### config.mk
export PLATFORM = sky130hd
export DESIGN_NAME = byte_lane_data_memory_flat
export DESIGN_NICKNAME = d
export VERILOG_FILES = /design/src/rtl/byte_lane_data_memory_if.sv /design/src/rtl/byte_lane_data_memory.sv /design/src/flat_wrapper.sv
export SDC_FILE = /design/constraint.sdc
export NUM_CORES = 2
export LEC_CHECK = 0
export BUFFER_PORTS_ARGS = -buffer_cell sky130_fd_sc_hd__buf_2
export CAP_MARGIN = 20
export CORE_ASPECT_RATIO = 1.25
export CORE_MARGIN = 2
export CORE_UTILIZATION = 40
export DETAILED_ROUTE_END_ITERATION = 10
export PLACE_DENSITY_LB_ADDON = 0.3
export SYNTH_ARGS = -nofsm -noshare
export SYNTH_HDL_FRONTEND = slang
export SYNTH_SLANG_ARGS = --single-unit
### constraint.sdc
create_clock -name clk -period 3.3 [get_ports clk]
set_clock_uncertainty 0.05 [all_clocks]
set_input_delay 0.495 -clock clk [delete_from_list [all_inputs] [get_ports clk]]
set_output_delay 0.495 -clock clk [all_outputs]
set_load 0.005 [all_outputs]
### src/rtl/byte_lane_data_memory_if.sv
// Load/store bus between the core's LSU (master) and byte_lane_data_memory (slave).
// Carries the req/ready request channel and the registered read/error response.
interface byte_lane_data_memory_if #(
  parameter int DATA_WIDTH = 32,
  parameter int ADDR_WIDTH = 32
);
  logic                  req_i;
  logic                  we_i;
  logic [1:0]            size_i;
  logic                  unsigned_i;
  logic [ADDR_WIDTH-1:0] addr_i;
  logic [DATA_WIDTH-1:0] wdata_i;
  logic                  ready_o;
  logic                  rvalid_o;
  logic [DATA_WIDTH-1:0] rdata_o;
  logic                  err_o;

  modport master (
    output req_i, we_i, size_i, unsigned_i, addr_i, wdata_i,
    input  ready_o, rvalid_o, rdata_o, err_o
  );

  modport slave (
    input  req_i, we_i, size_i, unsigned_i, addr_i, wdata_i,
    output ready_o, rvalid_o, rdata_o, err_o
  );
endinterface

### src/rtl/byte_lane_data_memory.sv
// Byte-addressed data memory with byte/half/word lane writes, sign/zero
// extended reads, misalignment and range faults, and a two-stage response
// (request captured at edge N, response registered at edge N+1).
// Optional feature: define DMEM_CLEAR_ON_RESET_EN to zero the whole array
// after every reset before ready_o rises.
//
// state    | meaning
// CLEAR    | zeroing word clr_cnt_q, ready_o low (macro builds only)
// READY    | accepting one access per cycle
module byte_lane_data_memory #(
  parameter int DATA_WIDTH   = 32,
  parameter int ADDR_WIDTH   = 32,
  parameter int MEMORY_DEPTH = 64
) (
  input logic                    clk,
  input logic                    rst_n,
  byte_lane_data_memory_if.slave bus
);
  localparam int NB   = DATA_WIDTH / 8;
  localparam int OFS  = $clog2(NB);
  localparam int IDXW = $clog2(MEMORY_DEPTH);
  localparam int LOW  = OFS + IDXW;

  logic [DATA_WIDTH-1:0] mem_q [MEMORY_DEPTH];

  logic                  ready_q, ready_d;
  logic                  pend_q, pend_d;
  logic                  pend_we_q, pend_we_d;
  logic                  pend_fault_q, pend_fault_d;
  logic                  pend_uns_q, pend_uns_d;
  logic [1:0]            pend_size_q, pend_size_d;
  logic [OFS-1:0]        pend_off_q, pend_off_d;
  logic [IDXW-1:0]       pend_idx_q, pend_idx_d;
  logic                  rvalid_q, rvalid_d;
  logic                  err_q, err_d;
  logic [DATA_WIDTH-1:0] rdata_q, rdata_d;

  logic                  accept;
  logic                  fault;
  logic [OFS-1:0]        off;
  logic [IDXW-1:0]       idx;
  logic [ADDR_WIDTH-1:0] addr_hi;
  logic [NB-1:0]         be;
  logic [DATA_WIDTH-1:0] wdata_sh;
  logic [DATA_WIDTH-1:0] rd_sh, rd_ext;

`ifdef DMEM_CLEAR_ON_RESET_EN
  localparam logic [0:0] ST_CLEAR = 1'b0;
  localparam logic [0:0] ST_READY = 1'b1;
  logic [0:0]      state_q, state_d;
  logic [IDXW-1:0] clr_cnt_q, clr_cnt_d;
`endif

  assign accept = bus.req_i && ready_q;

  // Address split, lane enables and fault decode for the incoming request.
  always_comb begin
    off      = bus.addr_i[OFS-1:0];
    idx      = bus.addr_i[LOW-1:OFS];
    addr_hi  = bus.addr_i >> LOW;
    fault    = |addr_hi;
    be       = '0;
    wdata_sh = bus.wdata_i << {off, 3'b000};
    case (bus.size_i)
      2'b00: be = NB'(1) << off;
      2'b01: begin
        be = NB'(3) << off;
        if (off[0]) fault = 1'b1;
      end
      2'b10: begin
        be = '1;
        if (|off) fault = 1'b1;
      end
      default: fault = 1'b1;
    endcase
  end

  // Right-align the selected lanes of the pending read and extend them.
  always_comb begin
    rd_sh  = mem_q[pend_idx_q] >> {pend_off_q, 3'b000};
    rd_ext = rd_sh;
    case (pend_size_q)
      2'b00:   for (int i = 8; i < DATA_WIDTH; i++) rd_ext[i] = rd_sh[7] & ~pend_uns_q;
      2'b01:   for (int i = 16; i < DATA_WIDTH; i++) rd_ext[i] = rd_sh[15] & ~pend_uns_q;
      default: rd_ext = rd_sh;
    endcase
  end

  // Next-state: ready/clear sequencing, request capture, response stage.
  always_comb begin
    ready_d      = 1'b1;
`ifdef DMEM_CLEAR_ON_RESET_EN
    state_d      = state_q;
    clr_cnt_d    = clr_cnt_q;
    ready_d      = ready_q;
    if (state_q == ST_CLEAR) begin
      clr_cnt_d = clr_cnt_q + 1'b1;
      if (clr_cnt_q == IDXW'(MEMORY_DEPTH - 1)) begin
        state_d = ST_READY;
        ready_d = 1'b1;
      end
    end
`endif
    pend_d       = accept;
    pend_we_d    = bus.we_i;
    pend_fault_d = fault;
    pend_uns_d   = bus.unsigned_i;
    pend_size_d  = bus.size_i;
    pend_off_d   = off;
    pend_idx_d   = idx;
    rvalid_d     = pend_q && !pend_we_q;
    err_d        = pend_q && pend_fault_q;
    rdata_d      = rdata_q;
    if (rvalid_d) rdata_d = pend_fault_q ? '0 : rd_ext;
  end

  // Control and response registers; reset drops any in-flight response.
  always_ff @(posedge clk or negedge rst_n) begin
    if (!rst_n) begin
      ready_q      <= 1'b0;
      pend_q       <= 1'b0;
      pend_we_q    <= 1'b0;
      pend_fault_q <= 1'b0;
      pend_uns_q   <= 1'b0;
      pend_size_q  <= '0;
      pend_off_q   <= '0;
      pend_idx_q   <= '0;
      rvalid_q     <= 1'b0;
      err_q        <= 1'b0;
      rdata_q      <= '0;
`ifdef DMEM_CLEAR_ON_RESET_EN
      state_q      <= ST_CLEAR;
      clr_cnt_q    <= '0;
`endif
    end else begin
      ready_q      <= ready_d;
      pend_q       <= pend_d;
      pend_we_q    <= pend_we_d;
      pend_fault_q <= pend_fault_d;
      pend_uns_q   <= pend_uns_d;
      pend_size_q  <= pend_size_d;
      pend_off_q   <= pend_off_d;
      pend_idx_q   <= pend_idx_d;
      rvalid_q     <= rvalid_d;
      err_q        <= err_d;
      rdata_q      <= rdata_d;
`ifdef DMEM_CLEAR_ON_RESET_EN
      state_q      <= state_d;
      clr_cnt_q    <= clr_cnt_d;
`endif
    end
  end

  // Array writes: lane-masked stores at accept time, plus the clear sweep.
  always_ff @(posedge clk) begin
`ifdef DMEM_CLEAR_ON_RESET_EN
    if (rst_n && state_q == ST_CLEAR) mem_q[clr_cnt_q] <= '0;
`endif
    if (accept && bus.we_i && !fault) begin
      for (int b = 0; b < NB; b++) begin
        if (be[b]) mem_q[idx][b*8 +: 8] <= wdata_sh[b*8 +: 8];
      end
    end
  end

  assign bus.ready_o  = ready_q;
  assign bus.rvalid_o = rvalid_q;
  assign bus.err_o    = err_q;
  assign bus.rdata_o  = rdata_q;
endmodule

### src/flat_wrapper.sv
// flat-port wrapper written by rule: the top's interface ports become plain ports
module byte_lane_data_memory_flat 
#(
  parameter int DATA_WIDTH   = 32,
  parameter int ADDR_WIDTH   = 32,
  parameter int MEMORY_DEPTH = 64
)
  (clk, rst_n, bus_req_i, bus_we_i, bus_size_i, bus_unsigned_i, bus_addr_i, bus_wdata_i, bus_ready_o, bus_rvalid_o, bus_rdata_o, bus_err_o);
  byte_lane_data_memory_if #(.DATA_WIDTH(DATA_WIDTH), .ADDR_WIDTH(ADDR_WIDTH)) bus_i ();
  input logic clk;
  input logic rst_n;
  input wire logic [$bits(bus_i.req_i)-1:0] bus_req_i;
  input wire logic [$bits(bus_i.we_i)-1:0] bus_we_i;
  input wire logic [$bits(bus_i.size_i)-1:0] bus_size_i;
  input wire logic [$bits(bus_i.unsigned_i)-1:0] bus_unsigned_i;
  input wire logic [$bits(bus_i.addr_i)-1:0] bus_addr_i;
  input wire logic [$bits(bus_i.wdata_i)-1:0] bus_wdata_i;
  output wire logic [$bits(bus_i.ready_o)-1:0] bus_ready_o;
  output wire logic [$bits(bus_i.rvalid_o)-1:0] bus_rvalid_o;
  output wire logic [$bits(bus_i.rdata_o)-1:0] bus_rdata_o;
  output wire logic [$bits(bus_i.err_o)-1:0] bus_err_o;
  assign bus_i.req_i = bus_req_i;
  assign bus_i.we_i = bus_we_i;
  assign bus_i.size_i = bus_size_i;
  assign bus_i.unsigned_i = bus_unsigned_i;
  assign bus_i.addr_i = bus_addr_i;
  assign bus_i.wdata_i = bus_wdata_i;
  assign bus_ready_o = bus_i.ready_o;
  assign bus_rvalid_o = bus_i.rvalid_o;
  assign bus_rdata_o = bus_i.rdata_o;
  assign bus_err_o = bus_i.err_o;
  byte_lane_data_memory #(.DATA_WIDTH(DATA_WIDTH), .ADDR_WIDTH(ADDR_WIDTH), .MEMORY_DEPTH(MEMORY_DEPTH)) u_core (.clk(clk), .rst_n(rst_n), .bus(bus_i));
endmodule
Word level (Yosys, flattened, before mapping)
Memory sizes are Yosys's and may differ from the RTL's.
Index checks and enable logic that the tools add are counted.

cells by class
  bitwise logic cells = 3
  shift-type cells = 4
  reductions and logical operators = 11
  muxes and demuxes = 19
  equal/unequal tests = 3

operators with widths
  kind                 count
  $mux 32              1
  $pmux 16 s2          1
  $shl 32x5->32        1
  $shr 32x5->32        1
  $reduce_or 24->1     1
  $mux 1               14
  $pmux 4 s3           1
  $mux 8               1
  $logic_and 1x1->1    5
  $eq 2x1->1 const B   2
  $logic_not 2->1      2
  $shl 1x2->4 const A  1
  $shl 2x2->4 const A  1
  $pmux 1 s3           1
  $and 1x1->1          2
  $eq 2x2->1 const B   1
  $logic_not 1->1      2
  $reduce_or 2->1      1
  $not 1->1            1

word-level totals
  memories kept = 1
  register bits after elaboration = 49
  word-level logic and storage cells = 52
  output and inout port bits = 35
  bits in writable memories = 2048

memories
  memory        depth  width  read ports  clocked after Yosys merged registers in  wr ports  RTL line                     source
  u_core.mem_q  64     32     1           0                                        1         byte_lane_data_memory.sv:24  logic [DATA_WIDTH-1:0] mem_q [MEMORY_DEPTH];

Longest topological paths before layout
  word-level depth = 7
  mapped depth = 16
  depth with buffers taken out = 8

Worst setup path before layout
No wires, ideal clock.

  kind = in2reg
  from = in bus_addr_i[1]
  to = mem u_core.mem_q[0][16] (data pin)
  setup slack = -1.281 ns
  data required time = 2.548 ns
  stages on the path = 4
  arrival = 3.829 ns
  buffers on the path = 2
  path through = clkbuf_1 clkbuf_1 mux2i_1 o21ai_0

on the way
  cells in the longest elaborated chain, start to end = 1

RTL lines
  item                     RTL line                     source
  start, declared          flat_wrapper.sv:16           input wire logic [$bits(bus_i.addr_i)-1:0] bus_addr_i;
  $shl 32x5->32            byte_lane_data_memory.sv:63  wdata_sh = bus.wdata_i << {off, 3'b000};
  via u_core.wdata_sh[16]  byte_lane_data_memory.sv:44  logic [DATA_WIDTH-1:0] wdata_sh;
  end, declared            byte_lane_data_memory.sv:24

The timed path passes the listed nets, and every way through them passes these cells.

Worst setup path after layout
  from = reg u_core.pend_idx_q[0]
  to = reg u_core.rdata_q[24], in the netlist u_core.bus.rdata_o[24]

on the way
  cells in the longest elaborated chain, start to end = 5

RTL lines
  item                                   RTL line                                                  source
  start, declared                        byte_lane_data_memory.sv:33                               logic [IDXW-1:0] pend_idx_q, pend_idx_d;
  start signal, assigned                 byte_lane_data_memory.sv:143                              pend_idx_q <= pend_idx_d;
  $mem_v2 64x32 *                        --
  $shr 32x5->32 *                        byte_lane_data_memory.sv:80                               rd_sh = mem_q[pend_idx_q] >> {pend_off_q, 3'b000};
  $and 1x1->1, on equally long branches  byte_lane_data_memory.sv:84, byte_lane_data_memory.sv:83
  $pmux 16 s2 *                          byte_lane_data_memory.sv:82                               case (pend_size_q)
  $mux 32 *                              byte_lane_data_memory.sv:114                              if (rvalid_d) rdata_d = pend_fault_q ? '0 : rd_ext;
  end signal, assigned                   byte_lane_data_memory.sv:146                              rdata_q <= rdata_d;
  end, declared                          byte_lane_data_memory.sv:36                               logic [DATA_WIDTH-1:0] rdata_q, rdata_d;

Every way passes the cells marked *; elsewhere a longest branch is shown, timed or not.
A chain may end at the register's enable or synchronous reset.

==> out/qor.csv <==
stage,metric,value,unit
status,outcome,finished with violations,
status,failing checks,setup timing,
clocking,Max Buffers Root-to-Sink,3,
clocking,cts bufs inserted,187,
routing,DRC viols,0,
clocking,CTS tree,yes,
timing,final setup margin,-0.103,ns
timing,f_max,294,MHz
worst_setup_path,Crit. End Element,flop,
final_layout,nets,4659,
worst_setup_path,R2R Setup Slk,-0.10,ns
logic_synthesis,Post-Synthesis Cells,3860,
worst_setup_path,worst setup path class,reg -> reg,
worst_setup_path,crit-path cells,buf_12 -> buf_12 -> mux4_2 -> mux2i_1 -> buf_4 -> nor2_2 -> or4_4 -> o211ai_1 -> o41ai_4 -> o21ai_2 -> buf_6 -> o21ai_0,
logic_synthesis,post-synthesis net count,3935,
timing,"Slew Viols, Final",0,
timing,Max-slew headroom,0.304,
final_layout,Post-Layout Cell Count,7479,
final_layout,"commonest non-fill, non-tap cell in the layout",edfxtp_1,
place,I/O Buffers,105,
logic_synthesis,Yosys cell types,57,
die,IO Pins,106,
place,hpwl dp,153000,um
clocking,Clock Latency Late Sink,0.83,ns
final_layout,fraction of layout cells with a size suffix above 1,0.360,
timing,Least-Margin Pin Slew,1.04,ns
logic_synthesis,Post-synth EDFFs,2048,
timing,Final Hold Fails,0,
logic_synthesis,synthesized cell area,82400,sq um
worst_setup_path,Max stage delay on crit path,0.53,ns
routing,Initial DRT Pass Iterations,10,
routing,DRT Wirelength,229000,um
power,leakage power,33.4,nW
die,starting density of the core,0.402,
worst_setup_path,Crit path max-delay family,compound AO/OA/AOI/OAI gates,
final_layout,post-route core utilization,0.479,
routing,Vias,42800,
worst_setup_path,Crit Path Max Fanout,9,
worst_setup_path,Buf/Inv on CP,4,
die,total die area,210000,sq um
routing,post-DR vias/cell,5.73,
die,FP Rows,186,
place,dpl cell area,90800,sq um
logic_synthesis,main area contributors after synthesis,"edfxtp_1 75%, mux4_2 15%, mux2i_1 2.0%",
global_routing,first-pass GRT wire length,322000,um
routing,Initial DRC Count,5265,
place,routability cong.,0.901,
logic_synthesis,yosys warns,0,
worst_setup_path,crit path launch type,flop,
logic_synthesis,Async SR Flop Fraction,0.0234,
worst_setup_path,crit path DAT,4.08,ns
logic_synthesis,Seq cells post-synth,2097,
routing,post-route antenna net violation count,0,
worst_setup_path,most frequent cell on the critical path,buf_12,
job,total of max-cap violations,0,
global_routing,GRT Overall Usage,0.216,
routing,WL/cell,30.7,um
clocking,H-Tree Depth,4,
final_layout,most frequent cells in the layout,"2048 x edfxtp_1, 557 x mux4_2, 512 x buf_4",
final_layout,synthesis-to-layout area growth,19.2,%
timing,RSZ-0062 raised after global routing,true,
power,Worst VDD drop,0.466,mV
timing,period utilisation layout,1.03,
place,Setup WS pre-CTS,-0.494,ns
final_layout,Post-Layout Inst Area,98200,sq um
die,DIE WIDTH,410,um
global_routing,vias in the first global route,42500,
timing,Min Hold Slack,0.105,ns
die,Placeable Area,205000,sq um
global_routing,GR Overflow Total,0,
die,die extent in y,511,um
global_routing,initial antenna violation count,20,
logic_synthesis,Main synth FF type,edfxtp_1,
clocking,clk root buf,clkbuf_16,
min_path,HP Class,in -> reg,
logic_synthesis,top cell type's share of synthesized area,0.746,
clocking,clock-pin slew on the worst setup and hold paths,0.07,ns
worst_setup_path,Worst Path Required,3.98,ns
logic_synthesis,largest area contributor in the netlist,edfxtp_1,
logic_synthesis,"Seq/Total Area, Yosys",0.761,
clocking,# clock sinks,2097,
worst_setup_path,Slowest cell on crit path,mux4_2,
timing,Period minus WS final,3.40,ns
logic_synthesis,syn_area_per_cell,21.4,sq um
global_routing,largest net degree at the start of global routing,65,
timing,Final Setup Violations,22,
place,Post-Place Cells,7045,
power,pwr dens,551,nW/um^2
[per-stage QoR]
stage | power [mW] | setup TNS, ns
3_5_place_dp | 33.5 | -222.39
3_3_place_gp | 33.4 | -388.39
4_1_cts | 54.4 | -0.343
2_1_floorplan | 31.8 | -73.25
5_1_grt | 55.6 | -2.77
6_report | 54.2 | -1.48
[layer usage]
layer / track usage / vias to the layer above / share of wire
met5: 0 / - / 0.00026
met4: 0.0924 / 8 / 0.046
met3: 0.0484 / 463 / 0.086
met2: 0.347 / 2120 / 0.48
met1: 0.284 / 22700 / 0.39
li1: - / 17500 / -
[tightest hold or removal path, cell delays in order]
cell       delay [ns]
buf_2            0.09
a2111oi_0        0.08
a21oi_1          0.16
or2_2            0.13
[state kept, by name (all words and copies together) (netlist names), 2 cells and up]
register / flops
u_core.pend_size_q: 2
u_core.mem_q: 2048
u_core.pend_off_q: 2
u_core.bus.rdata_o: 32
u_core.pend_idx_q: 6
[repair_timing]
item	in CTS	in global routing
hold buffers	13	0
endpoints found under the setup margin	32	32
cloned	5	6
gates resized for setup	88	76
setup buffers	29	25
hold endpoints to repair	32	0
pin swaps	20	20
[area by class of cell]
cell class                      count  area [sq um]
Antenna cell                       14          35.0
Timing Repair Buffer              759          7000
Multi-Input combinational cell   1530         19200
Sequential cell                  2097         62700
Clock buffer                      238          4930
Inverter                            9          33.8
Fill cell                       16600        107000
Tap cell                         2726          3410
Clock inverter                    106           845
[path summary, 6_finish.rpt]
| check | cells past startpoint | end | startpoint |
|---|---|---|---|
| min in group asynchronous | 2 | u_core.bus.rdata_o[3] | rst_n |
| hold / removal | 4 | u_core.pend_fault_q | bus_addr_i[1] |
| setup reg to reg | 12 | u_core.bus.rdata_o[24] | u_core.pend_idx_q[0] |
| hold reg to reg | 2 | u_core.bus.rdata_o[9] | u_core.bus.rdata_o[9] |
| setup / recovery | 12 | u_core.bus.rdata_o[24] | u_core.pend_idx_q[0] |
| max in group asynchronous | 3 | u_core.bus.err_o | rst_n |
[report_power, final]
group	switching [mW]	internal (mW)
Sequential	0.0450	29.4
Clock	9.68	11.3
Combinational	2.19	1.49
Total	11.9	42.2
[logic make-up after synthesis]
family	share of synthesized area
AO/OA/AOI/OAI	0.0196
multiplexers	0.175
other	0.0000455
adder cells (fa/ha/maj)	0.000607
buffers and inverters	0.0154
AND/OR/NAND/NOR	0.0280
flip-flops	0.761
[cell usage after synthesis, drive strengths merged, types with 22 or more instances]
library cell / instances
nor2b: 22
nor2: 294
clkbuf: 103
a21oi: 26
buf: 121
a22oi: 58
dfrtp: 49
mux2i: 167
nand3: 24
mux4: 557
o21ai: 53
nand2: 130
edfxtp: 2048
(Power assumes the default switching activity.)
